===== config.mk =====
export PLATFORM = sky130hd
export DESIGN_NAME = pc_seq_ctrl_flat
export DESIGN_NICKNAME = d
export VERILOG_FILES = /design/src/rtl/pc_seq_if.sv /design/src/rtl/pc_seq_ctrl.sv /design/src/flat_wrapper.sv
export SDC_FILE = /design/constraint.sdc
export NUM_CORES = 1
export LEC_CHECK = 0
export BUFFER_PORTS_ARGS = -buffer_cell sky130_fd_sc_hd__buf_2
export CAP_MARGIN = 20
export CORE_ASPECT_RATIO = 0.9
export CORE_UTILIZATION = 40
export CTS_CLUSTER_DIAMETER = 30
export CTS_CLUSTER_SIZE = 12
export DETAILED_ROUTE_END_ITERATION = 7
export GPL_TIMING_DRIVEN = 0
export PLACE_DENSITY = 0.76
export SKIP_LAST_GASP = 1
export SLEW_MARGIN = 15
export SYNTH_ARGS = -nofsm -noshare
export SYNTH_HDL_FRONTEND = slang
export SYNTH_SLANG_ARGS = --single-unit

===== constraint.sdc =====
create_clock -name clk -period 1.7 [get_ports clk]
set_clock_uncertainty 0.1 [all_clocks]
set_input_delay 0.085 -clock clk [delete_from_list [all_inputs] [get_ports clk]]
set_output_delay 0.085 -clock clk [all_outputs]
set_load 0.02 [all_outputs]

===== src/rtl/pc_seq_if.sv =====
// Sequencer <-> datapath bundle: IR fields and ALU/memory status in, enables and selects out.
// master = sequencer side, slave = datapath side.
interface pc_seq_if;
    logic [5:0] op;
    logic [5:0] funct;
    logic       zero;
    logic       mem_rdy;
    logic [1:0] nPC_op;
    logic       pc_we;
    logic       ir_we;
    logic       rf_we;
    logic       dm_we;
    logic [2:0] alu_op;
    logic       alu_src;
    logic       ext_op;
    logic [1:0] reg_dst;
    logic [1:0] wd_sel;
    logic [2:0] state;
    logic       illegal;

    modport master (
        input  op, funct, zero, mem_rdy,
        output nPC_op, pc_we, ir_we, rf_we, dm_we, alu_op, alu_src,
               ext_op, reg_dst, wd_sel, state, illegal
    );

    modport slave (
        output op, funct, zero, mem_rdy,
        input  nPC_op, pc_we, ir_we, rf_we, dm_we, alu_op, alu_src,
               ext_op, reg_dst, wd_sel, state, illegal
    );
endinterface


===== src/rtl/pc_seq_ctrl.sv =====
// Multi-cycle IF/DCD/EXE/MEM/WB sequencer; outputs are combinational from state and IR fields.
// Each instruction commits the PC once in its final state; S_MEM stalls on mem_rdy low.
module pc_seq_ctrl (
    input  logic           clk,
    input  logic           rst,
    pc_seq_if.master       bus
);
    typedef enum logic [2:0] {
        S_IF  = 3'd0,
        S_DCD = 3'd1,
        S_EXE = 3'd2,
        S_MEM = 3'd3,
        S_WB  = 3'd4
    } state_t;

    typedef enum logic [3:0] {
        I_ADDU, I_SUBU, I_JR, I_ORI, I_LUI, I_LW, I_SW, I_BEQ, I_J, I_JAL, I_ILL
    } instr_t;

    state_t     state_q, state_d;
    instr_t     instr;
    logic [1:0] npc_c;
    logic       pc_we_c, ir_we_c, rf_we_c, dm_we_c, illegal_c;
    logic [2:0] alu_op_c;
    logic       alu_src_c, ext_op_c;
    logic [1:0] reg_dst_c, wd_sel_c;

    always_comb begin
        instr = I_ILL;
        case (bus.op)
            6'b000000: begin
                case (bus.funct)
                    6'b100001: instr = I_ADDU;
                    6'b100011: instr = I_SUBU;
                    6'b001000: instr = I_JR;
                    default:   instr = I_ILL;
                endcase
            end
            6'b001101: instr = I_ORI;
            6'b001111: instr = I_LUI;
            6'b100011: instr = I_LW;
            6'b101011: instr = I_SW;
            6'b000100: instr = I_BEQ;
            6'b000010: instr = I_J;
            6'b000011: instr = I_JAL;
            default:   instr = I_ILL;
        endcase
    end

    always_ff @(posedge clk or posedge rst) begin
        if (rst) state_q <= S_IF;
        else     state_q <= state_d;
    end

    always_comb begin
        state_d   = state_q;
        npc_c     = 2'b00;
        pc_we_c   = 1'b0;
        ir_we_c   = 1'b0;
        rf_we_c   = 1'b0;
        dm_we_c   = 1'b0;
        illegal_c = 1'b0;
        alu_op_c  = 3'b000;
        alu_src_c = 1'b0;
        ext_op_c  = 1'b0;
        reg_dst_c = 2'b00;
        wd_sel_c  = 2'b00;
        case (state_q)
            S_IF: begin
                ir_we_c = 1'b1;
                state_d = S_DCD;
            end
            S_DCD: begin
                case (instr)
                    I_J: begin
                        pc_we_c = 1'b1;
                        npc_c   = 2'b10;
                        state_d = S_IF;
                    end
                    I_JR: begin
                        pc_we_c = 1'b1;
                        npc_c   = 2'b11;
                        state_d = S_IF;
                    end
                    I_JAL: state_d = S_WB;
                    I_ILL: begin
                        pc_we_c   = 1'b1;
                        illegal_c = 1'b1;
                        state_d   = S_IF;
                    end
                    default: state_d = S_EXE;
                endcase
            end
            S_EXE: begin
                state_d = S_WB;
                case (instr)
                    I_SUBU: alu_op_c = 3'b001;
                    I_ORI: begin
                        alu_op_c  = 3'b010;
                        alu_src_c = 1'b1;
                    end
                    I_LUI: begin
                        alu_op_c  = 3'b011;
                        alu_src_c = 1'b1;
                    end
                    I_LW, I_SW: begin
                        alu_src_c = 1'b1;
                        ext_op_c  = 1'b1;
                        state_d   = S_MEM;
                    end
                    I_BEQ: begin
                        // zero is only meaningful here; both outcomes finish in this state
                        alu_op_c = 3'b001;
                        pc_we_c  = 1'b1;
                        npc_c    = bus.zero ? 2'b01 : 2'b00;
                        state_d  = S_IF;
                    end
                    default: alu_op_c = 3'b000;
                endcase
            end
            S_MEM: begin
                if (bus.mem_rdy) begin
                    if (instr == I_SW) begin
                        dm_we_c = 1'b1;
                        pc_we_c = 1'b1;
                        state_d = S_IF;
                    end else begin
                        state_d = S_WB;
                    end
                end
            end
            S_WB: begin
                rf_we_c = 1'b1;
                pc_we_c = 1'b1;
                state_d = S_IF;
                case (instr)
                    I_ADDU, I_SUBU: reg_dst_c = 2'b01;
                    I_LW:           wd_sel_c  = 2'b01;
                    I_JAL: begin
                        reg_dst_c = 2'b10;
                        wd_sel_c  = 2'b10;
                        npc_c     = 2'b10;
                    end
                    default: reg_dst_c = 2'b00;
                endcase
            end
            default: state_d = S_IF;
        endcase
    end

    // Reset masks everything combinationally so an aborted instruction cannot write.
    assign bus.nPC_op  = rst ? 2'b00 : npc_c;
    assign bus.pc_we   = pc_we_c   & ~rst;
    assign bus.ir_we   = ir_we_c   & ~rst;
    assign bus.rf_we   = rf_we_c   & ~rst;
    assign bus.dm_we   = dm_we_c   & ~rst;
    assign bus.illegal = illegal_c & ~rst;
    assign bus.alu_op  = rst ? 3'b000 : alu_op_c;
    assign bus.alu_src = alu_src_c & ~rst;
    assign bus.ext_op  = ext_op_c  & ~rst;
    assign bus.reg_dst = rst ? 2'b00 : reg_dst_c;
    assign bus.wd_sel  = rst ? 2'b00 : wd_sel_c;
    assign bus.state   = state_q;
endmodule


===== src/flat_wrapper.sv =====
// flat-port wrapper written by rule: the top's interface ports become plain ports
module pc_seq_ctrl_flat 
  (clk, rst, bus_op, bus_funct, bus_zero, bus_mem_rdy, bus_nPC_op, bus_pc_we, bus_ir_we, bus_rf_we, bus_dm_we, bus_alu_op, bus_alu_src, bus_ext_op, bus_reg_dst, bus_wd_sel, bus_state, bus_illegal);
  pc_seq_if bus_i ();
  input  logic clk;
  input  logic rst;
  input wire logic [$bits(bus_i.op)-1:0] bus_op;
  input wire logic [$bits(bus_i.funct)-1:0] bus_funct;
  input wire logic [$bits(bus_i.zero)-1:0] bus_zero;
  input wire logic [$bits(bus_i.mem_rdy)-1:0] bus_mem_rdy;
  output wire logic [$bits(bus_i.nPC_op)-1:0] bus_nPC_op;
  output wire logic [$bits(bus_i.pc_we)-1:0] bus_pc_we;
  output wire logic [$bits(bus_i.ir_we)-1:0] bus_ir_we;
  output wire logic [$bits(bus_i.rf_we)-1:0] bus_rf_we;
  output wire logic [$bits(bus_i.dm_we)-1:0] bus_dm_we;
  output wire logic [$bits(bus_i.alu_op)-1:0] bus_alu_op;
  output wire logic [$bits(bus_i.alu_src)-1:0] bus_alu_src;
  output wire logic [$bits(bus_i.ext_op)-1:0] bus_ext_op;
  output wire logic [$bits(bus_i.reg_dst)-1:0] bus_reg_dst;
  output wire logic [$bits(bus_i.wd_sel)-1:0] bus_wd_sel;
  output wire logic [$bits(bus_i.state)-1:0] bus_state;
  output wire logic [$bits(bus_i.illegal)-1:0] bus_illegal;
  assign bus_i.op = bus_op;
  assign bus_i.funct = bus_funct;
  assign bus_i.zero = bus_zero;
  assign bus_i.mem_rdy = bus_mem_rdy;
  assign bus_nPC_op = bus_i.nPC_op;
  assign bus_pc_we = bus_i.pc_we;
  assign bus_ir_we = bus_i.ir_we;
  assign bus_rf_we = bus_i.rf_we;
  assign bus_dm_we = bus_i.dm_we;
  assign bus_alu_op = bus_i.alu_op;
  assign bus_alu_src = bus_i.alu_src;
  assign bus_ext_op = bus_i.ext_op;
  assign bus_reg_dst = bus_i.reg_dst;
  assign bus_wd_sel = bus_i.wd_sel;
  assign bus_state = bus_i.state;
  assign bus_illegal = bus_i.illegal;
  pc_seq_ctrl u_core (.clk(clk), .rst(rst), .bus(bus_i));
endmodule

Word level (Yosys, flattened, before mapping). Cells that the tools add are included.

Register bits after elaboration: 3. Latch bits: 0. RAM bits: 0. Bits in read-only memories: 0. Input port bits: 16. Output and inout bits: 19. Logic and storage cells: 78. Memories kept: 0.

Add/subtract/negate cells: 0. Multipliers: 0. Div/mod/pow operators: 0. Order comparisons: 0. Eq/ne operators: 25. Shift-type cells: 0. Multiplexer cells: 36. Bitwise operators: 8. Reductions and logical operators: 8.

Operators by type and width (number): $pmux 4 s8 (1); $eq 6x6->1 const B (4); $eq 6x4->1 const B (3); $eq 4x3->1 const B (4); $mux 1 (14); $mux 2 (7); $eq 4x4->1 const B (3); $eq 6x2->1 const B (2); $mux 3 (4); $pmux 2 s2 (3); $pmux 2 s3 (2); $pmux 3 s2 (2); $pmux 3 s4 (1); $pmux 4 s3 (1); $eq 4x2->1 const B (2); $and 1x1->1 (7); $eq 3x2->1 const B (2); $eq 6x3->1 const B (1); $logic_not 6->1 (1); $reduce_or 2->1 (3); $eq 4x1->1 const B (1); $logic_not 4->1 (1); $pmux 1 s4 (1); $reduce_or 4->1 (1); other kinds (6) (6).

Longest topological paths before layout. Gate-level depths: netlist of the first run.

Depth after elaboration: 8. Gate-level depth with buffers: 7. Depth with buffers taken out: 6.

Worst setup path after synthesis of the first run. Ideal clock, no wire load.

Kind: register to output. Start: register u_core.state_q[0], in the netlist u_core.bus.state[0]. End: output port bus_wd_sel[0]. Data arrival time: 2311 ps. Required time: 1515 ps. Path slack: -796 ps. Cell stages (with the launch flop): 5. Buffers on the path: 1. Cell sequence: dfrtp_1 > clkbuf_1 > nor4b_1 > nand2_1 > nor3_1.

Cells in the longest elaborated chain, start to end: 3.

Ends and longest elaborated chain: start, declared (RTL line pc_seq_ctrl.sv:20) `state_t state_q, state_d;`; start signal, assigned (RTL line pc_seq_ctrl.sv:52) `else state_q <= state_d;`; $eq 3x3->1 (RTL line pc_seq_ctrl.sv:68) `case (state_q)`; $mux 2 (RTL line pc_seq_ctrl.sv:68); $mux 2 (RTL line pc_seq_ctrl.sv:162) `assign bus.wd_sel = rst ? 2'b00 : wd_sel_c;`; end, declared (RTL line flat_wrapper.sv:20) `output wire logic [$bits(bus_i.wd_sel)-1:0] bus_wd_sel;`.

No other way between the ends.

Worst setup path in the final report of the first run.
Start: input port bus_op[2]. End: output port bus_nPC_op[1].

Cells in the longest elaborated chain, start to end: 6. Elaborated cells between the ends (all ways): 16. Classes of those cells: eq/ne (10); mux (5); reduce/logical (1).

Ends and longest elaborated chain: start, declared (RTL line flat_wrapper.sv:7) `input wire logic [$bits(bus_i.op)-1:0] bus_op;`; $eq 6x2->1, or another cell as far along (RTL line pc_seq_ctrl.sv:30) `case (bus.op)`; $pmux 4 s8 (*) (RTL line pc_seq_ctrl.sv:30); $eq 4x2->1, or another cell as far along (RTL line pc_seq_ctrl.sv:74) `case (instr)`; $pmux 2 s2 / $mux 2 (equally long branches) (RTL line pc_seq_ctrl.sv:74, pc_seq_ctrl.sv:136); $pmux 2 s3 (*) (RTL line pc_seq_ctrl.sv:68); $mux 2 (*) (RTL line pc_seq_ctrl.sv:152) `assign bus.nPC_op = rst ? 2'b00 : npc_c;`; end, declared (RTL line flat_wrapper.sv:11) `output wire logic [$bits(bus_i.nPC_op)-1:0] bus_nPC_op;`.

Every way passes the cells marked *; elsewhere a longest branch is shown, timed or not.

==> results.cfg, run 1 <==
[status]
status = finished with violations
violations = negative setup slack

[critical_path]
cp_max_fo = 5
end_kind = output port
startpoint = bus_op[2]
worstPathRequired_ps = 1510
r2r-start = u_core.bus.state[1]$_DFFE_PP0P_
crit_type = in2out
crit_chain = buf_6 > buf_6 > and4b_2 > a211oi_2 > a311o_1 > or4_4 > a21oi_2 > or2_4 > buf_6
critical_path.most_common_cell = buf_6
cpPeakStageDelay_ps = 560
regToRegSetupSlack_ps = 170
r2r_end = u_core.bus.state[2]$_DFFE_PP0P_
crit_slowest_cell = or4_4
cp-endpoint = bus_nPC_op[1]
worstSetupStartpointType = primary input
worstPathArrival_ps = 1920
reg2regPathDepth = 4

[power]
pwr-share-seq = 0.148
ir_drop_v = 0.0006033
switchingPower_uw = 431.4
swShare = 0.4906
powerDensity_nw_per_um2 = 626.3
leakagePower_nw = 0.5451
p_int_uw = 447.9
p_comb_frac = 0.689
pwr-share-clk = 0.164

[clocking]
cts_buffers = 3
clock-sinks = 3
clockBufferDepth = 2
htree_levels = 1
cts_root_buf = clkbuf_4
cts_tree = built
insertion_delay_ps = 250
clk_pin_slew_ps = 40

[placement]
gp_congestion = 0.8713
dp_hpwl_um = 1452
place_area_um2 = 974.7
io_buffers = 31

[grt]
grt_start_max_net_pins = 11
grt_usage = 0.2723
grt_pass1_vias = 884
grt_pass1_wl_um = 3905
gr-total-overflow = 0
antenna_found_initial = 0

[synth]
synthesis.nets = 116
synthSimpleGateAreaFrac = 0.5583
synthesis.area_um2 = 708.2
synth_compound_area_frac = 0.2173
ys_seq_elements = 3
ys_seq_area_frac = 0.1060
synth_flop_cell = dfrtp_1
synth_xor_area_frac = 0
synthAdderAreaFrac = 0
synth_top_family_by_area = simple AND/OR/NAND/NOR gates
yosysWarnings = 0
synthDistinctLibCells = 49
synth_cells = 100
synthArstFlopShare = 1.000
synth_edf_count = 0
muxShareOfSynthArea = 0.01413
syn_avg_cell_area_um2 = 7.082

[timing]
fin_crit_sh = 1.240
setup_viol = 15
fmax_ghz = 0.4745
maxSlewViolCount = 0
finalCriticalPeriod_ps = 2107
hold_violations = 0
fin_ws_ps = -407.4
rsz0062_at_grt = true
hold_slack_ps = 79.29

[detailed_routing]
vias = 1114
viasPerCell = 6.223
drc = 0
wl_um = 3025
drt-wirelength-per-cell_um = 16.90
antenna_left = 0
drt_iter0_drc = 56
drtPass1Iterations = 4

[final_layout]
utilization = 0.8436
largest_reg_flops = 3
register_area_um2 = 76.32
fin_area_um2 = 1404
multi_input_area_um2 = 772.0
area_growth_pct = 98.23
final_nets = 172
layout.filler_cells = 87
antenna_cells = 0
drive_above_1_share = 0.6516

[floorplanning]
rows = 14
io_pins = 35
die_area_um2 = 1943
fp.dieH_um = 41.92
core_area_um2 = 1664
initial_core_util = 0.4256
dieWidth_um = 46.35

[hold_path]
min_path_cells = 3
hold_class = in2reg

[job]
max_cap_violations = 0
==> final cells by class <==
cell class / count / share of cell area
tap: 24 / 0.02139
inverter: 2 / 0.005348
timing repair buffer: 51 / 0.2897
clock buffer: 4 / 0.01872
buffer: 8 / 0.06061
sequential: 3 / 0.05437
multi-input combinational: 87 / 0.5499
==> per-stage QoR <==
stage	total power, mW	setup slack [ps]	setup TNS [ps]	std cells
after floorplan	0.4559	-177.8	-668.7	100
final	0.8793	-407.4	-3028	179
after global routing	0.9174	-485.5	-3882	179
after global placement	0.5675	-506.4	-3134	155
after CTS	0.7940	-416.0	-2356	173
after detailed placement	0.5759	-509.5	-3436	155
==> worst max-delay path: cells and delay by family <==
kind | cells | cell delay, ps
simple gates | 3 | 980
compound gates | 3 | 550
buf+inv | 3 | 310
==> placed cells by master, fill, tap and decap left out, types with 3 or more instances in the layout <==
master,n
nand2_1,8
buf_6,20
clkbuf_4,5
nand3_1,3
buf_2,17
nor3_1,3
nor2_1,5
buf_4,17
or4_4,3
nor2b_1,4
a21oi_2,4
==> cell usage after synthesis, drive strengths merged (2+ instances only) <==
cell type  count  area [um2]
clkbuf         3       21.27
nor2b          4       25.02
nor4b          3       26.28
o21ai          4       20.01
nand3          4       20.02
a21oi          7       38.79
nor3           6       35.03
and2           3       18.77
nand2b         2       12.51
and3           4       26.28
nor3b          3       22.52
or2            2       12.51
nand2          9       33.78
nor4           3       25.02
inv            2       7.510
a221oi         2       23.77
dfrtp          3       75.07
nor2           8       32.54
nand4b         2       17.52
buf            5       41.29
or4            3       30.03
or3            2       13.77
==> kinds of logic (layout without fill, tap and decap cells) <==
group / Yosys count / after routing
AND/OR/NAND/NOR: 63 / 63
AO/OA/AOI/OAI: 22 / 22
buffers and inverters: 10 / 65
flip-flops: 3 / 3
other: 1 / 1
multiplexers: 1 / 1
==> power by group through the flow <==
stage	Sequential (mW)	Combinational (mW)	Clock, mW
after floorplan	0.151	0.305	0
after global placement	0.125	0.443	0
final	0.130	0.605	0.144
after CTS	0.127	0.533	0.134
after detailed placement	0.125	0.451	0
after global routing	0.133	0.637	0.148
==> worst min path at each step <==
stage / slack (ps) / from / endpoint
global placement: -60 / rst / u_core.bus.state[2]$_DFFE_PP0P_
global route: 90 / bus_mem_rdy / u_core.bus.state[2]$_DFFE_PP0P_
detailed placement: -50 / rst / u_core.bus.state[2]$_DFFE_PP0P_
CTS: 60 / bus_mem_rdy / u_core.bus.state[2]$_DFFE_PP0P_
finish: 80 / bus_mem_rdy / u_core.bus.state[2]$_DFFE_PP0P_
floorplan: -240 / rst / u_core.bus.state[0]$_DFFE_PP0P_
==> timing repair <==
item	in CTS	in global routing
pin swaps	14	16
setup endpoints to repair	14	15
hold buffers	1	0
resized for setup	34	29
setup buffers	13	7
hold endpoints to repair	3	0
==> metal layers <==
layer | GRT usage | vias to the layer above | share of wire
met5 | 0 | - | 0
met4 | 0.1176 | 0 | 0.033
met3 | 0.02609 | 18 | 0.074
met2 | 0.4083 | 80 | 0.50
met1 | 0.3850 | 519 | 0.40
li1 | - | 497 | -
Note: power is estimated with default switching activity, not from simulation.
==> inputs of run 2 (changes only) <==
--- a/config.mk
+++ b/config.mk
@@ -8,12 +8,13 @@
 export BUFFER_PORTS_ARGS = -buffer_cell sky130_fd_sc_hd__buf_2
 export CAP_MARGIN = 20
 export CORE_ASPECT_RATIO = 0.9
-export CORE_UTILIZATION = 40
+export CORE_UTILIZATION = 30
 export CTS_CLUSTER_DIAMETER = 30
 export CTS_CLUSTER_SIZE = 12
 export DETAILED_ROUTE_END_ITERATION = 7
 export GPL_TIMING_DRIVEN = 0
-export PLACE_DENSITY = 0.76
+export PLACE_DENSITY = 0.6
+export RECOVER_POWER = 100
 export SKIP_LAST_GASP = 1
 export SLEW_MARGIN = 15
 export SYNTH_ARGS = -nofsm -noshare
==> run 2 against run 1 <==
Net effect: the flow still finishes with violations (negative setup slack); global-route usage fell by 8.9 points; critical path depth fell by 1; sequential power barely moved; via count fell by 13%; die area rose by 32%; maximum frequency rose by 3.6%; flip-flop and latch count did not move; wire length fell by 23%; critical path type unchanged; clock power fell by 13%; utilization fell by 24 points; cell count did not move; worst hold slack improved by 16 ps.
==> results.cfg, run 2 (synthesis results as in run 1) <==
[status]
status = finished with violations
violations = negative setup slack

[timing]
maxSlewViolCount = 0
finalCriticalPeriod_ps = 2035
fin_crit_sh = 1.197
fmax_ghz = 0.4914
setup_viol = 13
fin_ws_ps = -335.2
hold_violations = 0
rsz0062_at_grt = true

[detailed_routing]
drc = 0
drt-wirelength-per-cell_um = 13.01
wl_um = 2329
drt_iter0_drc = 10
antenna_left = 0
drtPass1Iterations = 3
viasPerCell = 5.413
vias = 969

[final_layout]
final_nets = 169
layout.filler_cells = 210
fin_area_um2 = 1335
drive_above_1_share = 0.5855
antenna_cells = 0
area_growth_pct = 88.52
final_common_cell = buf_4
largest_reg_flops = 3
mostFrequentLayoutCells = buf_4, buf_6, buf_2, nand2_1, nor2_1

[job]
max_cap_violations = 0

[placement]
gp_congestion = 0.8245
place_area_um2 = 978.4
io_buffers = 31
dp_hpwl_um = 1589

[power]
ir_drop_v = 0.0006020
p_int_uw = 431.2
leakagePower_nw = 0.5347
powerDensity_nw_per_um2 = 612.8
pwr-share-clk = 0.154
p_comb_frac = 0.688
pwr-share-seq = 0.157
swShare = 0.4729
p_total_uw = 818.1
switchingPower_uw = 386.8

[clocking]
insertion_delay_ps = 230
htree_levels = 1
clock-sinks = 3
cts_buffers = 3
clockBufferDepth = 2
cts_root_buf = clkbuf_4
cts_tree = built
clk_pin_slew_ps = 40

[grt]
grt_pass1_vias = 806
gr-total-overflow = 0
grt_start_max_net_pins = 11
antenna_found_initial = 0
grt_pass1_wl_um = 3436
grt_usage = 0.1833

[critical_path]
regToRegSetupSlack_ps = 160
cp_top_family = simple AND/OR/NAND/NOR gates
worstPathArrival_ps = 1850
end_kind = output port
crit_buf_inv = 2
cpPeakStageDelay_ps = 550
cp_max_fo = 3
crit_type = in2out
crit_slowest_cell = or4_4
worstSetupStartpointType = primary input
crit_chain = buf_2 > nor4b_2 > nand2_1 > a311o_1 > or4_4 > a21oi_2 > or2_4 > buf_6
worstPathRequired_ps = 1510

[floorplanning]
dieWidth_um = 53.22
rows = 16
die_area_um2 = 2559
io_pins = 35
core_area_um2 = 2202
fp.dieH_um = 48.10
initial_core_util = 0.3216

[hold_path]
hold_class = in2reg
[run 2: layer usage]
| metal | global-route usage | vias to the layer above | share of wire |
|---|---|---|---|
| met5 | 0 | - | 0 |
| met4 | 0.07368 | 0 | 0.035 |
| met3 | 0.03738 | 10 | 0.046 |
| met2 | 0.3150 | 34 | 0.49 |
| met1 | 0.2274 | 439 | 0.43 |
| li1 | - | 486 | - |
[run 2: final timing paths]
path	startpoint	depth (start not counted)	end
setup / recovery	bus_funct[1]	8	bus_nPC_op[1]
hold / removal	bus_mem_rdy	3	u_core.bus.state[2]$_DFFE_PP0P_
setup reg to reg	u_core.bus.state[1]$_DFFE_PP0P_	4	u_core.bus.state[2]$_DFFE_PP0P_
hold reg to reg	u_core.bus.state[2]$_DFFE_PP0P_	1	u_core.bus.state[0]$_DFFE_PP0P_
max in group asynchronous	rst	3	u_core.bus.state[2]$_DFFE_PP0P_
min in group asynchronous	rst	3	u_core.bus.state[1]$_DFFE_PP0P_
[run 2: repair_timing]
action / 4_1_cts / 5_1_grt
cloned: 0 / 0
pin swaps: 10 / 14
hold buffers: 1 / 0
resized for setup: 32 / 21
endpoints found under the hold margin: 3 / 0
buffers inserted: 11 / 6
setup endpoints to repair: 15 / 15
[run 2: metrics by stage]
stage | setup WS, ps | utilization | hold slack (ps) | instances | TNS, ps
after global placement | -496.6 | 0.4443 | -54.29 | 158 | -3471
after floorplan | -177.8 | - | -244.7 | 100 | -668.7
after global routing | -448.0 | 0.6063 | 91.06 | 179 | -3731
final | -335.2 | 0.6063 | 95.50 | 179 | -2569
after detailed placement | -502.3 | 0.4443 | -45.71 | 158 | -3684
after CTS | -427.5 | 0.5563 | 81.41 | 174 | -2420
[run 2: layout make-up]
class / count / area (um2) / share of cell area
clock buffers: 4 / 26.28 / 0.01968
repair buffers: 48 / 370.4 / 0.2774
multi-input cells: 87 / 739.5 / 0.5539
plain buffers: 8 / 82.58 / 0.06186
well taps: 27 / 33.78 / 0.02530
flip-flops and latches: 3 / 75.07 / 0.05623
inverters: 2 / 7.507 / 0.005623
[run 2: power groups by stage]
| stage | clock, mW | combinational (mW) | sequential [mW] |
|---|---|---|---|
| final | 0.126 | 0.563 | 0.129 |
| after global placement | 0 | 0.447 | 0.125 |
| after CTS | 0.130 | 0.515 | 0.127 |
| after floorplan | 0 | 0.305 | 0.151 |
| after detailed placement | 0 | 0.449 | 0.126 |
| after global routing | 0.141 | 0.608 | 0.134 |
[run 2: worst register-to-register path: stages, from the launching register on]
cell and delay, ps:
dfrtp_1 470, clkbuf_2 280, nor2b_1 300, o21ai_1 120, a31oi_1 190
==> inputs of run 3 (changes only) <==
--- a/config.mk
+++ b/config.mk
@@ -7,16 +7,18 @@
 export LEC_CHECK = 0
 export BUFFER_PORTS_ARGS = -buffer_cell sky130_fd_sc_hd__buf_2
 export CAP_MARGIN = 20
+export CELL_PAD_IN_SITES_DETAIL_PLACEMENT = 2
+export CELL_PAD_IN_SITES_GLOBAL_PLACEMENT = 2
 export CORE_ASPECT_RATIO = 0.9
-export CORE_UTILIZATION = 30
+export CORE_UTILIZATION = 21
 export CTS_CLUSTER_DIAMETER = 30
 export CTS_CLUSTER_SIZE = 12
 export DETAILED_ROUTE_END_ITERATION = 7
 export GPL_TIMING_DRIVEN = 0
-export PLACE_DENSITY = 0.6
+export PLACE_DENSITY = 0.78
 export RECOVER_POWER = 100
 export SKIP_LAST_GASP = 1
-export SLEW_MARGIN = 15
+export SLEW_MARGIN = 10
 export SYNTH_ARGS = -nofsm -noshare
 export SYNTH_HDL_FRONTEND = slang
 export SYNTH_SLANG_ARGS = --single-unit
==> run 3 against run 2 <==
Net effect: the run still ends with negative setup slack left; clock-buffer cell count unchanged; via count rose by 6.2%; power grew 15%; clock power up 74%; register-to-register slack lost 80 ps.
==> results.cfg, run 3 (synthesis results as in run 1) <==
[final_layout]
final_nets = 171
final_common_cell = buf_4
layout.filler_cells = 368
antenna_cells = 0
fin_area_um2 = 1378
largest_reg_flops = 3
mostFrequentLayoutCells = buf_4, buf_6, buf_2, nand2_1, nor2_1
area_growth_pct = 94.52
drive_above_1_share = 0.6169

[timing]
maxSlewViolCount = 0
setup_viol = 15
hold_slack_ps = 110.1
finalCriticalPeriod_ps = 2121
fin_crit_sh = 1.248
fmax_ghz = 0.4715
hold_violations = 0
rsz0062_at_grt = true
fin_ws_ps = -421.0

[clocking]
cts_buffers = 3
clock-sinks = 3
cts_tree = built
htree_levels = 1
clockBufferDepth = 2
insertion_delay_ps = 230
cts_root_buf = clkbuf_8
clk_pin_slew_ps = 30

[critical_path]
crit_chain = buf_6 > buf_6 > and3b_2 > o2111ai_2 > nand2_2 > or4_4 > a21oi_2 > or2_4 > buf_6
worstPathArrival_ps = 1940
cpPeakStageDelay_ps = 580
critical_path.most_common_cell = buf_6
end_kind = output port
crit_slowest_cell = or4_4
cp_top_family = simple AND/OR/NAND/NOR gates
crit_type = in2out
cp_max_fo = 5
crit_buf_inv = 3
worstPathRequired_ps = 1510
regToRegSetupSlack_ps = 80
worstSetupStartpointType = primary input

[placement]
dp_slack_ps = -561.7
io_buffers = 31
place_area_um2 = 997.2
gp_congestion = 0.8328
dp_hpwl_um = 2130

[detailed_routing]
drc = 0
antenna_left = 0
drtPass1Iterations = 4
vias = 1029
drt_iter0_drc = 48
drt-wirelength-per-cell_um = 18.90
wl_um = 3705
viasPerCell = 5.250

[floorplanning]
initial_core_util = 0.2257
die_area_um2 = 3609
dieWidth_um = 63.21
rows = 19
io_pins = 35
core_area_um2 = 3138
fp.dieH_um = 57.09

[hold_path]
hold_class = in2reg

[grt]
grt_pass1_vias = 1139
grt_usage = 0.2022
grt_pass1_wl_um = 5644
grt_start_max_net_pins = 11
gr-total-overflow = 0
antenna_found_initial = 0

[job]
max_cap_violations = 0

[power]
powerDensity_nw_per_um2 = 681.7
ir_drop_v = 0.0002125
leakagePower_nw = 0.5350

[status]
status = finished with violations
violations = negative setup slack
==> run 3: cell types whose count changed in the layout (fill, tap and decap cells not counted), moves of 2 or more <==
cell      before  now
buf_2         10   13
clkbuf_2       3    1
clkbuf_4       4    2
clkbuf_8       1    4
nor2_1         5    7
nor2_4         2    0
==> run 3: final timing paths <==
check,to,start,cells past startpoint
max,bus_nPC_op[1],bus_op[3],9
min,u_core.bus.state[2]$_DFFE_PP0P_,bus_mem_rdy,3
max in group asynchronous,u_core.bus.state[0]$_DFFE_PP0P_,rst,3
max reg2reg,u_core.bus.state[1]$_DFFE_PP0P_,u_core.bus.state[2]$_DFFE_PP0P_,5
min in group asynchronous,u_core.bus.state[1]$_DFFE_PP0P_,rst,3
min reg2reg,u_core.bus.state[0]$_DFFE_PP0P_,u_core.bus.state[2]$_DFFE_PP0P_,1
==> run 3: cell type report <==
class / count / area, um2 / area share
Multi-Input combinational cell: 87 / 728.2 / 0.5286
Timing Repair Buffer: 50 / 384.1 / 0.2788
Buffer: 8 / 85.08 / 0.06176
Sequential cell: 3 / 75.07 / 0.05450
Tap cell: 42 / 52.55 / 0.03815
Clock buffer: 4 / 45.04 / 0.03270
Inverter: 2 / 7.507 / 0.005450
==> run 3: tightest hold or removal path: stages <==
cell and delay [ps]:
buf_2 110, nand4_1 80, a31oi_1 90
==> run 3: power by group <==
| group | switching, mW | total (mW) | leakage (nW) | internal (mW) |
|---|---|---|---|---|
| clock | 0.0580 | 0.219 | 0.0228 | 0.161 |
| sequential | 0.0350 | 0.131 | 0.0390 | 0.0956 |
| combinational | 0.346 | 0.590 | 0.473 | 0.244 |
| total | 0.439 | 0.939 | 0.535 | 0.501 |
==> run 3: per-stage QoR <==
stage               utilization  setup TNS, ps  instances  total power [mW]
global placement         0.3178          -3756        173            0.5795
detailed placement       0.3178          -4364        173            0.6027
floorplan                     -         -668.7        100            0.4559
CTS                      0.4135          -3556        192            0.9035
finish                   0.4390          -3443        196            0.9391
global route             0.4390          -4262        196            0.9958
==> run 3: repair_timing <==
| item | 4_1_cts | 5_1_grt |
|---|---|---|
| hold buffers | 1 | 0 |
| hold endpoints to repair | 3 | 0 |
| resized for setup | 39 | 15 |
| setup endpoints to repair | 16 | 15 |
| setup buffers | 15 | 6 |
| pin swaps | 13 | 16 |
==> run 3: layer usage <==
metal,wire (um),global-route usage
met5,0,0
met3,149,0.02200
met1,1461,0.2260
met4,145,0.07468
met2,1948,0.3932
